### src/rtl/mult_div_unit_pkg.sv
// mult_div_unit_pkg: shared types and constants for the iterative multiply/divide unit
package mult_div_unit_pkg;
  typedef enum logic [0:0] {MD_MULTU, MD_DIVU} md_op_t;
  typedef enum logic [1:0] {MD_IDLE, MD_RUN, MD_DONE} md_state_t;
  localparam int MD_WIDTH = 32;
  localparam int MD_LATENCY = MD_WIDTH + 1;
endpackage

### src/rtl/md_iter_step.sv
// md_iter_step: one combinational shift/add (MULTU) or restoring shift/subtract (DIVU) iteration
module md_iter_step
  import mult_div_unit_pkg::*;
#(
  parameter int WIDTH = MD_WIDTH
) (
  input  md_op_t           op,
  input  logic [WIDTH:0]   acc,
  input  logic [WIDTH-1:0] sreg,
  input  logic [WIDTH-1:0] b,
  output logic [WIDTH:0]   acc_next,
  output logic [WIDTH-1:0] sreg_next
);
  logic [WIDTH:0]   sum;
  logic [WIDTH+1:0] shifted;
  logic [WIDTH+1:0] diff;
  // Multiply adds b when the low multiplier bit is set, then shifts {carry,acc,multiplier} right;
  // divide shifts the next dividend bit into the remainder and keeps the subtraction unless it went negative.
  always_comb begin
    sum       = acc + {1'b0, (sreg[0] ? b : '0)};
    shifted   = {acc, sreg[WIDTH-1]};
    diff      = shifted - {2'b00, b};
    acc_next  = (op == MD_MULTU) ? {1'b0, sum[WIDTH:1]}
              : (diff[WIDTH+1] ? shifted[WIDTH:0] : diff[WIDTH:0]);
    sreg_next = (op == MD_MULTU) ? {sum[0], sreg[WIDTH-1:1]}
              : {sreg[WIDTH-2:0], ~diff[WIDTH+1]};
  end
endmodule

### src/rtl/mult_div_unit.sv
// mult_div_unit: iterative unsigned MULTU/DIVU engine with architectural HI/LO and core stall
module mult_div_unit
  import mult_div_unit_pkg::*;
#(
  parameter int WIDTH = MD_WIDTH
) (
  input  logic             clock,
  input  logic             reset_n,
  input  logic             start,
  input  md_op_t           op,
  input  logic [WIDTH-1:0] a,
  input  logic [WIDTH-1:0] b,
  input  logic             hi_we,
  input  logic             lo_we,
  input  logic [WIDTH-1:0] wd,
  input  logic             read_hilo,
  output logic [WIDTH-1:0] hi,
  output logic [WIDTH-1:0] lo,
  output logic             busy,
  output logic             done,
  output logic             div_by_zero,
  output logic             stall
);
  localparam int CW = $clog2(WIDTH);
  md_state_t        state;
  md_op_t           op_q;
  logic [CW-1:0]    count;
  logic [WIDTH:0]   acc;
  logic [WIDTH-1:0] sreg;
  logic [WIDTH-1:0] b_q;
  logic [WIDTH:0]   acc_next;
  logic [WIDTH-1:0] sreg_next;
  md_iter_step #(.WIDTH(WIDTH)) u_step (
    .op        (op_q),
    .acc       (acc),
    .sreg      (sreg),
    .b         (b_q),
    .acc_next  (acc_next),
    .sreg_next (sreg_next)
  );
  assign stall = busy & (start | read_hilo | hi_we | lo_we);
  // Control FSM: capture operands, iterate WIDTH times, then publish HI/LO with a one-cycle done.
  // A divisor of zero naturally yields an all-ones quotient and the dividend as remainder.
  always_ff @(posedge clock or negedge reset_n) begin
    if (!reset_n) begin
      state       <= MD_IDLE;
      op_q        <= MD_MULTU;
      count       <= '0;
      acc         <= '0;
      sreg        <= '0;
      b_q         <= '0;
      hi          <= '0;
      lo          <= '0;
      busy        <= 1'b0;
      done        <= 1'b0;
      div_by_zero <= 1'b0;
    end else begin
      done <= 1'b0;
      case (state)
        MD_IDLE: begin
          if (start) begin
            state       <= MD_RUN;
            op_q        <= op;
            acc         <= '0;
            sreg        <= a;
            b_q         <= b;
            count       <= CW'(WIDTH - 1);
            busy        <= 1'b1;
            div_by_zero <= 1'b0;
          end else begin
            if (hi_we) hi <= wd;
            if (lo_we) lo <= wd;
          end
        end
        MD_RUN: begin
          acc   <= acc_next;
          sreg  <= sreg_next;
          count <= count - CW'(1);
          if (count == '0) state <= MD_DONE;
        end
        MD_DONE: begin
          hi          <= acc[WIDTH-1:0];
          lo          <= sreg;
          busy        <= 1'b0;
          done        <= 1'b1;
          div_by_zero <= (op_q == MD_DIVU) && (b_q == '0);
          state       <= MD_IDLE;
        end
        default: state <= MD_IDLE;
      endcase
    end
  end
endmodule
### config.mk
export PLATFORM = sky130hd
export DESIGN_NAME = mult_div_unit
export DESIGN_NICKNAME = d
export VERILOG_FILES = /design/src/rtl/mult_div_unit_pkg.sv /design/src/rtl/md_iter_step.sv /design/src/rtl/mult_div_unit.sv
export SDC_FILE = /design/constraint.sdc
export NUM_CORES = 1
export LEC_CHECK = 0
export ABC_AREA = 1
export BUFFER_PORTS_ARGS = -buffer_cell sky130_fd_sc_hd__buf_4
export CAP_MARGIN = 30
export CORE_ASPECT_RATIO = 0.8
export CORE_MARGIN = 2
export CORE_UTILIZATION = 50
export DETAILED_ROUTE_END_ITERATION = 16
export MAX_ROUTING_LAYER = met4
export PLACE_DENSITY = 0.82
export SYNTH_ARGS = -nofsm -noshare
export SYNTH_HDL_FRONTEND = slang
export SYNTH_SLANG_ARGS = --single-unit
### constraint.sdc
create_clock -name clock -period 4 [get_ports clock]
set_clock_uncertainty 0.1 [all_clocks]
set_input_delay 1.2 -clock clock [delete_from_list [all_inputs] [get_ports clock]]
set_output_delay 1.2 -clock clock [all_outputs]
set_load 0.005 [all_outputs]
## Word level (Yosys, flattened, before mapping)

Index checks and enable logic that the tools add are counted.

| storage, ports and cells | value |
|---|---|
| input bits | 103 |
| word-level logic and storage cells | 62 |
| output and inout port bits | 68 |
| bits in registers | 172 |

| operators by class | value |
|---|---|
| mux-type cells | 24 |
| add/subtract/negate cells | 3 |
| reduce and logical (&&, ||, !) cells | 12 |
| bitwise gates (word level) | 5 |
| equal/unequal tests | 7 |

Operators by type and width:

| kind | count |
|---|---|
| 2-to-1 mux 32 bit | 7 |
| one-hot mux 32 bit (2 select lines) | 3 |
| 2-to-1 mux 33 bit | 3 |
| one-hot mux 33 bit (2 select lines) | 1 |
| subtractor 34 x 32 -> 34 bit | 1 |
| adder 33 x 32 -> 33 bit | 1 |
| zero test 32 bit | 1 |
| inequality test 2 bit, second input constant | 5 |
| one-hot mux 5 bit (2 select lines) | 1 |
| AND reduction 2 bit | 4 |
| AND reduction 3 bit | 2 |
| zero test 5 bit | 1 |
| 2-to-1 mux 5 bit | 1 |
| subtractor 5 x 1 -> 5 bit, second input constant | 1 |
| 2-to-1 mux 2 bit | 2 |
| one-hot mux 1 bit (2 select lines) | 2 |
| one-hot mux 2 bit (2 select lines) | 1 |
| nonzero test 2 bit | 2 |
| 2-to-1 mux 1 bit | 3 |
| bitwise OR 1 bit | 3 |
| equality test 2 x 1 -> 1 bit, second input constant | 1 |
| equality test 2 bit, second input constant | 1 |
| zero test 2 bit | 1 |
| AND 1 bit | 1 |
| other kinds (2) | 2 |

## Logic depth before layout (Yosys ltp)

Gate-level depths: netlist of run 1.

| logic depth | value |
|---|---|
| depth in word-level cells | 4 |
| gate-level depth with buffers | 19 |
| gate-level depth less buffers | 18 |

## By module

A second synthesis of run 1 with hierarchy kept.

| second synthesis, totals | value |
|---|---|
| cell total of the unflattened synthesis | 2302 |
| area total of the unflattened synthesis | 14184.9 sq um |

By module, submodules not included:

| module | cells each | seq. area each (sq um) | area each (sq um) | times used |
|---|---|---|---|---|
| mult_div_unit | 1006 | 4304.1 | 7639.8 | 1 |
| md_iter_step | 1296 | 0.0 | 6545.0 | 1 |

## Least setup slack after synthesis of run 1

No wires, ideal clock.

| timing | value |
|---|---|
| path type | reg2reg |
| start | register sreg[0] |
| end | register acc[27] |
| library setup time | 0.117 ns |
| slack | 1.213 ns |
| required time | 3.783 ns |
| data arrival time | 2.570 ns |
| period minus slack after synthesis | 2.787 ns |
| path buffers | 2 |
| cell stages (with the launch flop) | 18 |
| path through | dfrtp_1 -> clkbuf_1 -> clkbuf_1 -> nand2_1 -> inv_1 -> ha_1 -> inv_1 -> fa_1 -> inv_1 -> nand2_1 -> o21ai_1 -> a21oi_1 -> o21ai_0 -> nand3_1 -> nand3_1 -> nand3_1 -> nand3_1 -> nand2_1 |

| on the way | value |
|---|---|
| cells in the longest elaborated chain, start to end | 4 |

RTL lines:

| item | line | RTL |
|---|---|---|
| start, declared | mult_div_unit.sv:29 | `logic [WIDTH-1:0] sreg;` |
| start signal, assigned | mult_div_unit.sv:77 | `sreg <= sreg_next;` |
| 2-to-1 mux 32 bit | md_iter_step.sv:20 | `sum = acc + {1'b0, (sreg[0] ? b : '0)};` |
| adder 33 x 32 -> 33 bit | md_iter_step.sv:20 |  |
| 2-to-1 mux 33 bit | md_iter_step.sv:23 | `acc_next = (op == MD_MULTU) ? {1'b0, sum[WIDTH:1]}` |
| one-hot mux 33 bit (2 select lines) | mult_div_unit.sv:59 | `case (state)` |
| end signal, assigned | mult_div_unit.sv:76 | `acc <= acc_next;` |
| end, declared | mult_div_unit.sv:28 | `logic [WIDTH:0] acc;` |

No other way between the ends.
A chain may end at the register's enable or synchronous reset.

## Worst setup path in the final report of run 1

Same ends and word-level chain as after synthesis.

==> summary.txt, run 1 <==
Run status
  • Status: complete, no violations

Yosys
  • Top FF cell, synth: dfrtp_1
  • YS warnings: 0
  • Post-synth EDFFs: 0
  • Library cells used by synthesis: 42
  • Avg Inst Size Synth: 6.57 µm²
  • Share of the synthesized area in the top cell type: 0.333
  • Synthesized instance count: 1969
  • Mapped Area: 0.0129 mm²
  • Flops & latches, synth: 172
  • Synth async-reset ratio: 1.00
  • Seq/Total Area, Yosys: 0.333
  • Top cells by area, synth: dfrtp_1 33%, nand2_1 18%, inv_1 7.9%
  • Syn nets: 2140
  • Area leader, netlist: dfrtp_1

STA
  • Max-slew violations: 0
  • Fmax: 282 MHz
  • RSZ-0062 raised after global routing: no
  • Crit path time final: 3.55 ns
  • Setup-failing EPs final: 0
  • Final period util: 0.887
  • Slew headroom: 0.360
  • Setup TNS: 0 ns
  • Hold Vio Cnt, Final: 0
  • Slew @ Worst Pin: 0.960 ns

Placed design
  • I/O Buffers: 170
  • Routability Congestion: 1.02
  • HPWL after DPL: 35900 µm

Pwr
  • Worst vdd ir: 0.000460 V
  • Total power: 15.8 mW
  • Lkg Pwr: 8.04 nW
  • Power per Cell Area: 1040 mW/mm²

Worst setup path
  • Critical-path top delay cell: dfrtp_1
  • WP data arrival: 3.80 ns
  • Max FO, Critical Path: 10
  • Endpoint type of the worst setup path: register
  • Worst EP required: 4.25 ns
  • Most common cell on crit path: nand3_1
  • Critical path cell sequence: nand2_1 -> inv_1 -> ha_1 -> inv_1 -> fa_1 -> inv_1 -> nand2_1 -> o21ai_1 -> a21oi_1 -> o21ai_0 -> nand3_1 -> nand3_1 -> nand3_1 -> nand3_1 -> nand2_1
  • WS Path Type: register to register
  • CP peak stage delay: 0.64 ns
  • Crit path launch type: register

Clock network
  • Clock tree buffer depth: 2
  • CTS tree: done
  • Post-CTS setup buffers: 0
  • H-tree Lvls: 4
  • Hold-fix buffers, CTS: 0
  • Root buf cell: clkbuf_16
  • Clock sinks: 172
  • Post_cts resized: 0
  • Later-pin clock latency in the skew report: 0.45 ns
  • TritonCTS Buffers: 17
  • Worst-path clk slew: 0.09 ns

Routing
  • DRC violations left: 0
  • Total Wirelength: 46500 µm
  • Vias per std cell: 5.81
  • Vias: 14200
  • Remaining antenna violation count: 0
  • First-pass DRT Iterations: 6
  • Initial DRC count: 1839
  • WL/cell: 19.0 µm

Global routing
  • Initial antenna violation count: 0
  • Largest net degree at the start of global routing: 96
  • Grt ovf: 0
  • Number of global-route vias before repair: 13200
  • First-pass GRT wire length: 72600 µm
  • All-Layer GR Usage: 0.353

Die
  • Die width: 184 µm
  • Die area: 0.0272 mm²
  • Core Region: 0.0254 mm²
  • Starting Density: 0.510
  • Top Ports: 171
  • Chip height: 148 µm
  • Rows: 52

Layout
  • Commonest non-fill, non-tap cell in the layout: nand2_1
  • Fillers: 2433
  • Area delta synth->final: 16.8%
  • ANT cells: 0
  • Final net count: 2278
  • Ratio of cells with drive above 1 in the final layout: 0.122
  • Commonest non-fill, non-tap cells in the layout: 625 x nand2_1, 272 x inv_1, 190 x buf_4

Flow run
  • Max-Cap Viols: 0

Min path
  • Hold Crit Class: register to register
==> per-stage QoR <==
step | std cells | cell area [µm²] | utilization | hold WS, ns | worst slack (ns)
finish | 2444 | 15100 | 0.596 | 0.388 | 0.453
global route | 2444 | 15100 | 0.596 | 0.413 | 0.418
CTS | 2444 | 15100 | 0.596 | 0.386 | 0.694
detailed placement | 2412 | 14500 | 0.572 | 0.366 | 0.706
global placement | 2412 | 14500 | 0.572 | 0.362 | 0.697
floorplan | 1969 | 12900 | - | 0.343 | 1.21
==> area by class of cell <==
| class | count | area, µm² | share of cell area |
|---|---|---|---|
| clock buffers | 17 | 425 | 0.0281 |
| clock inverters | 15 | 174 | 0.0115 |
| inverters | 273 | 1020 | 0.0678 |
| multi-input cells | 1450 | 7310 | 0.483 |
| flip-flops and latches | 172 | 4310 | 0.285 |
| well taps | 324 | 405 | 0.0268 |
| repair buffers | 193 | 1480 | 0.0977 |
==> logic make-up (layout without fill, tap and decap cells) <==
family,count (synthesis),after routing,synth area share
and+or+nand+nor,974,974,0.310
xor gates and xnor gates,30,30,0.0203
AOI/OAI and AO/OA,378,378,0.165
adders and majority gates,68,68,0.0669
DFF,172,172,0.333
buffers and inverters,347,498,0.105
==> Yosys cell counts, types with 3 or more instances <==
library cell and n:
nand2_1 626, inv_1 273, dfrtp_1 172, o21ai_0 163
nor2_1 147, nand3_1 130, a21oi_1 108, a22oi_1 69
ha_1 66, clkbuf_1 55, xnor2_1 22, nand4_1 16
nor3_1 13, o21ai_1 12, nand2_2 11, nor4_1 11
xor2_1 8, buf_2 7, o21bai_1 7, a21o_1 6
nand3b_1 6, buf_6 5, buf_1 4, a21boi_0 3
buf_4 3, nand3_2 3, or2_2 3
==> where the power goes <==
part / switching (mW) / internal (mW)
clock: 0.874 / 0.846
sequential: 0.825 / 2.54
combinational: 6.98 / 3.71
==> sequential cells by signal, summed over array words and instances, names as in the netlist <==
signal	cells
acc	33
b_q	32
hi	32
lo	32
sreg	32
count	5
state	2
busy	1
div_by_zero	1
done	1
op_q	1
==> final timing paths <==
check / cells after the start / startpoint / slack, ns / endpoint
setup / recovery: 15 / sreg[0] / 0.45 / acc[27]
hold / removal: 2 / lo[6] / 0.39 / lo[6]
setup reg to reg: 15 / sreg[0] / 0.45 / acc[27]
hold reg to reg: 2 / lo[6] / 0.39 / lo[6]
max in group asynchronous: 2 / reset_n / 2.25 / op_q
min in group asynchronous: 1 / reset_n / 0.58 / hi[26]
==> layer usage <==
metal | track usage | vias to the layer above | routed length, µm
met2 | 0.496 | 866 | 19100
met4 | 0.0920 | 0 | 1120
li1 | - | 6650 | -
met1 | 0.518 | 6590 | 20800
met3 | 0.0678 | 83 | 5430
met5 | - | - | 0
==> worst max-delay path: cells and delay by family (launching register included) <==
family	cells	cell delay, ns
AND/OR/NAND/NOR	7	0.75
flip-flops	1	0.64
AO/OA/AOI/OAI	3	1.16
adder cells (fa/ha/maj)	2	0.53
buffers and inverters	3	0.27
Note: power is estimated with default switching activity, not from simulation.
==> run 2: changes to the inputs <==
--- a/config.mk
+++ b/config.mk
@@ -9,7 +9,7 @@
 export BUFFER_PORTS_ARGS = -buffer_cell sky130_fd_sc_hd__buf_4
 export CAP_MARGIN = 30
 export CORE_ASPECT_RATIO = 0.8
-export CORE_MARGIN = 2
+export CORE_MARGIN = 4
 export CORE_UTILIZATION = 50
 export DETAILED_ROUTE_END_ITERATION = 16
 export MAX_ROUTING_LAYER = met4
@@ -17,3 +17,4 @@
 export SYNTH_ARGS = -nofsm -noshare
 export SYNTH_HDL_FRONTEND = slang
 export SYNTH_SLANG_ARGS = --single-unit
+export TNS_END_PERCENT = 10
==> constraint.sdc (replaced) <==
create_clock -name clock -period 3.9 [get_ports clock]
set_clock_uncertainty 0.1 [all_clocks]
set_input_delay 1.17 -clock clock [delete_from_list [all_inputs] [get_ports clock]]
set_output_delay 1.17 -clock clock [all_outputs]
set_load 0.005 [all_outputs]
==> run 2 against run 1 <==
  * Final area is 0.15% higher
  * Critical path depth is 1 lower
  * Sequential cell count stayed put
  * Largest power group unchanged
  * Critical endpoint is now acc[11]
  * Critical path type unchanged
  * Utilization is 0.089 points higher
  * Count of clock-buffer cells in the layout stayed put
==> summary.txt, run 2 (synthesis gave the netlist of run 1 again) <==
Run status
  • Status: complete, no violations

Die
  • Rows: 52 (unchanged)
  • Die area: 0.0285 mm² (+4.9%)
  • Top Ports: 171 (unchanged)
  • Die width: 188 µm (+2.2%)
  • Core Region: 0.0254 mm² (unchanged)
  • Starting Density: 0.510 (unchanged)
  • Chip height: 152 µm (+2.7%)

Layout
  • Final net count: 2275 (-0.13%)
  • Reg with most FFs: acc
  • ANT cells: 0 (unchanged)
  • Commonest non-fill, non-tap cells in the layout: 625 x nand2_1, 272 x inv_1, 187 x buf_4
  • Final core utilization: 0.597 (+0.000888)
  • Area delta synth->final: 17.0%
  • Ratio of cells with drive above 1 in the final layout: 0.120 (-0.00124)
  • Commonest non-fill, non-tap cell in the layout: nand2_1
  • Max FFs per register: 33 (unchanged)

Routing
  • WL/cell: 19.1 µm (+0.26%)
  • Met3 WL: 4870 µm (-10%)
  • First-pass DRT Iterations: 6 (unchanged)
  • Vias: 13800 (-2.8%)
  • Initial DRC count: 1442 (-22%)
  • Top sig layer: met4
  • Vias per std cell: 5.65 (-2.7%)
  • Total Wirelength: 46600 µm (+0.14%)
  • Met1 WL: 21600 µm (+3.8%)
  • DRC violations left: 0 (unchanged)
  • Met2 wire length: 19600 µm (+2.2%)
  • Remaining antenna violation count: 0 (unchanged)

Placed design
  • HPWL after DPL: 36500 µm (+1.8%)
  • Routability Congestion: 1.01 (-0.98%)
  • I/O Buffers: 170 (unchanged)
  • DP Worst Slack: 0.856 ns (+0.149 ns)

Clock network
  • Worst-path clk slew: 0.08 ns (about the same)
  • Post-CTS setup buffers: 0 (unchanged)
  • Post_cts resized: 0 (unchanged)
  • CTS tree: done
  • Clock tree buffer depth: 2 (unchanged)
  • H-tree Lvls: 4 (unchanged)
  • Later-pin clock latency in the skew report: 0.45 ns (about the same)
  • Hold-fix buffers, CTS: 0 (unchanged)
  • TritonCTS Buffers: 17 (unchanged)
  • Root buf cell: clkbuf_16
  • Clock sinks: 172 (unchanged)

STA
  • Slew headroom: 0.383 (+0.0226)
  • Slew @ Worst Pin: 0.926 ns (-0.0339 ns)
  • Worst hold margin: 0.385 ns (-0.00278 ns)
  • RSZ-0062 raised after global routing: no
  • Crit path time final: 3.13 ns (-0.417 ns)
  • Setup-failing EPs final: 0 (unchanged)
  • Fmax: 319 MHz (+13%)
  • Max-slew violations: 0 (unchanged)
  • Hold Vio Cnt, Final: 0 (unchanged)
  • Final period util: 0.803 (-0.0842)
  • Setup TNS: 0 ns (unchanged)
  • PnR worst setup slack: 0.770 ns (+0.317 ns)

Pwr
  • Power per Cell Area: 1080 mW/mm² (+3.1%)
  • Clk network pwr share: 0.113 (+0.004)
  • Sequential power share: 0.219 (+0.006)
  • Lkg Pwr: 8.05 nW (+0.12%)
  • Combinational cell fraction of total power: 0.668 (-0.010)
  • Switching part of the total: 0.551 (+0.000695)
  • Worst vdd ir: 0.000449 V (-2.2%)
  • Int Power: 7.31 mW (+3.1%)
  • Total power: 16.3 mW (+3.2%)
  • Psw: 8.97 mW (+3.3%)

Worst setup path
  • RR Startpoint: sreg[0]
  • WP data arrival: 3.35 ns (-0.45 ns)
  • Crit path launch type: register
  • Crit path launch: sreg[0]
  • Endpoint type of the worst setup path: register
  • Worst EP required: 4.12 ns (-0.13 ns)
  • Max FO, Critical Path: 11 (+1)
  • WS Path Type: register to register

Global routing
  • All-Layer GR Usage: 0.331 (-0.0214)
  • Initial antenna violation count: 0 (unchanged)
  • Number of global-route vias before repair: 13000 (-1.0%)
  • First-pass GRT wire length: 73500 µm (+1.3%)
  • Largest net degree at the start of global routing: 96 (unchanged)
  • Grt ovf: 0 (unchanged)

Min path
  • Hold Crit Class: register to register
  • Hold_sp: lo[23]

Flow run
  • Max-Cap Viols: 0 (unchanged)
[run 2: cell count changes in the layout (fill, tap and decap cells not counted), moves of 3 or more]
cell,delta
buf_4,-3
inv_8,-7
inv_6,+3
clkinv_8,+4
clkinvlp_4,-3
[run 2: power groups by stage]
stage | registers [mW] | logic, mW | clock network [mW]
after floorplan | 3.14 | 7.66 | 0
after global placement | 3.51 | 10.5 | 0
after detailed placement | 3.54 | 10.6 | 0
after CTS | 3.51 | 10.7 | 1.86
after global routing | 3.64 | 12.1 | 1.93
final | 3.56 | 10.9 | 1.84
[run 2: worst max-delay path, stage by stage (launching register included)]
cell,delay [ns]
dfrtp_1,0.58
nand2_1,0.09
inv_1,0.07
ha_1,0.15
inv_1,0.06
fa_1,0.39
inv_1,0.12
nand2_1,0.08
o21ai_1,0.28
a21oi_1,0.20
o21ai_0,0.39
xnor2_1,0.18
o21ai_0,0.13
nand3_1,0.13
nand2_1,0.06
[run 2: area by class of cell]
type	instances	area, µm²
Timing Repair Buffer	190	1460
Sequential cell	172	4310
Tap cell	324	405
Multi-Input combinational cell	1450	7310
Clock buffer	17	425
Inverter	273	1020
Clock inverter	15	219
Fill cell	2428	10200
[run 2: worst paths after layout]
| kind | end | cells after the start | slack, ns |
|---|---|---|---|
| max | acc[11] | 14 | 0.77 |
| min | lo[23] | 2 | 0.39 |
| max reg2reg | acc[11] | 14 | 0.77 |
| min reg2reg | lo[23] | 2 | 0.39 |
| max in group asynchronous | lo[17] | 2 | 2.21 |
| min in group asynchronous | hi[24] | 1 | 0.62 |
[run 2: through the flow]
stage	instances	cell area, µm²
final	2441	15100
after global routing	2441	15100
after CTS	2441	15100
after detailed placement	2409	14500
after global placement	2409	14500
after floorplan	1969	12900
[run 2: metal layers]
layer / track usage / up-vias
met4: 0.0552 / 0
met2: 0.469 / 722
met3: 0.0720 / 44
met5: - / -
li1: - / 6626
met1: 0.495 / 6396
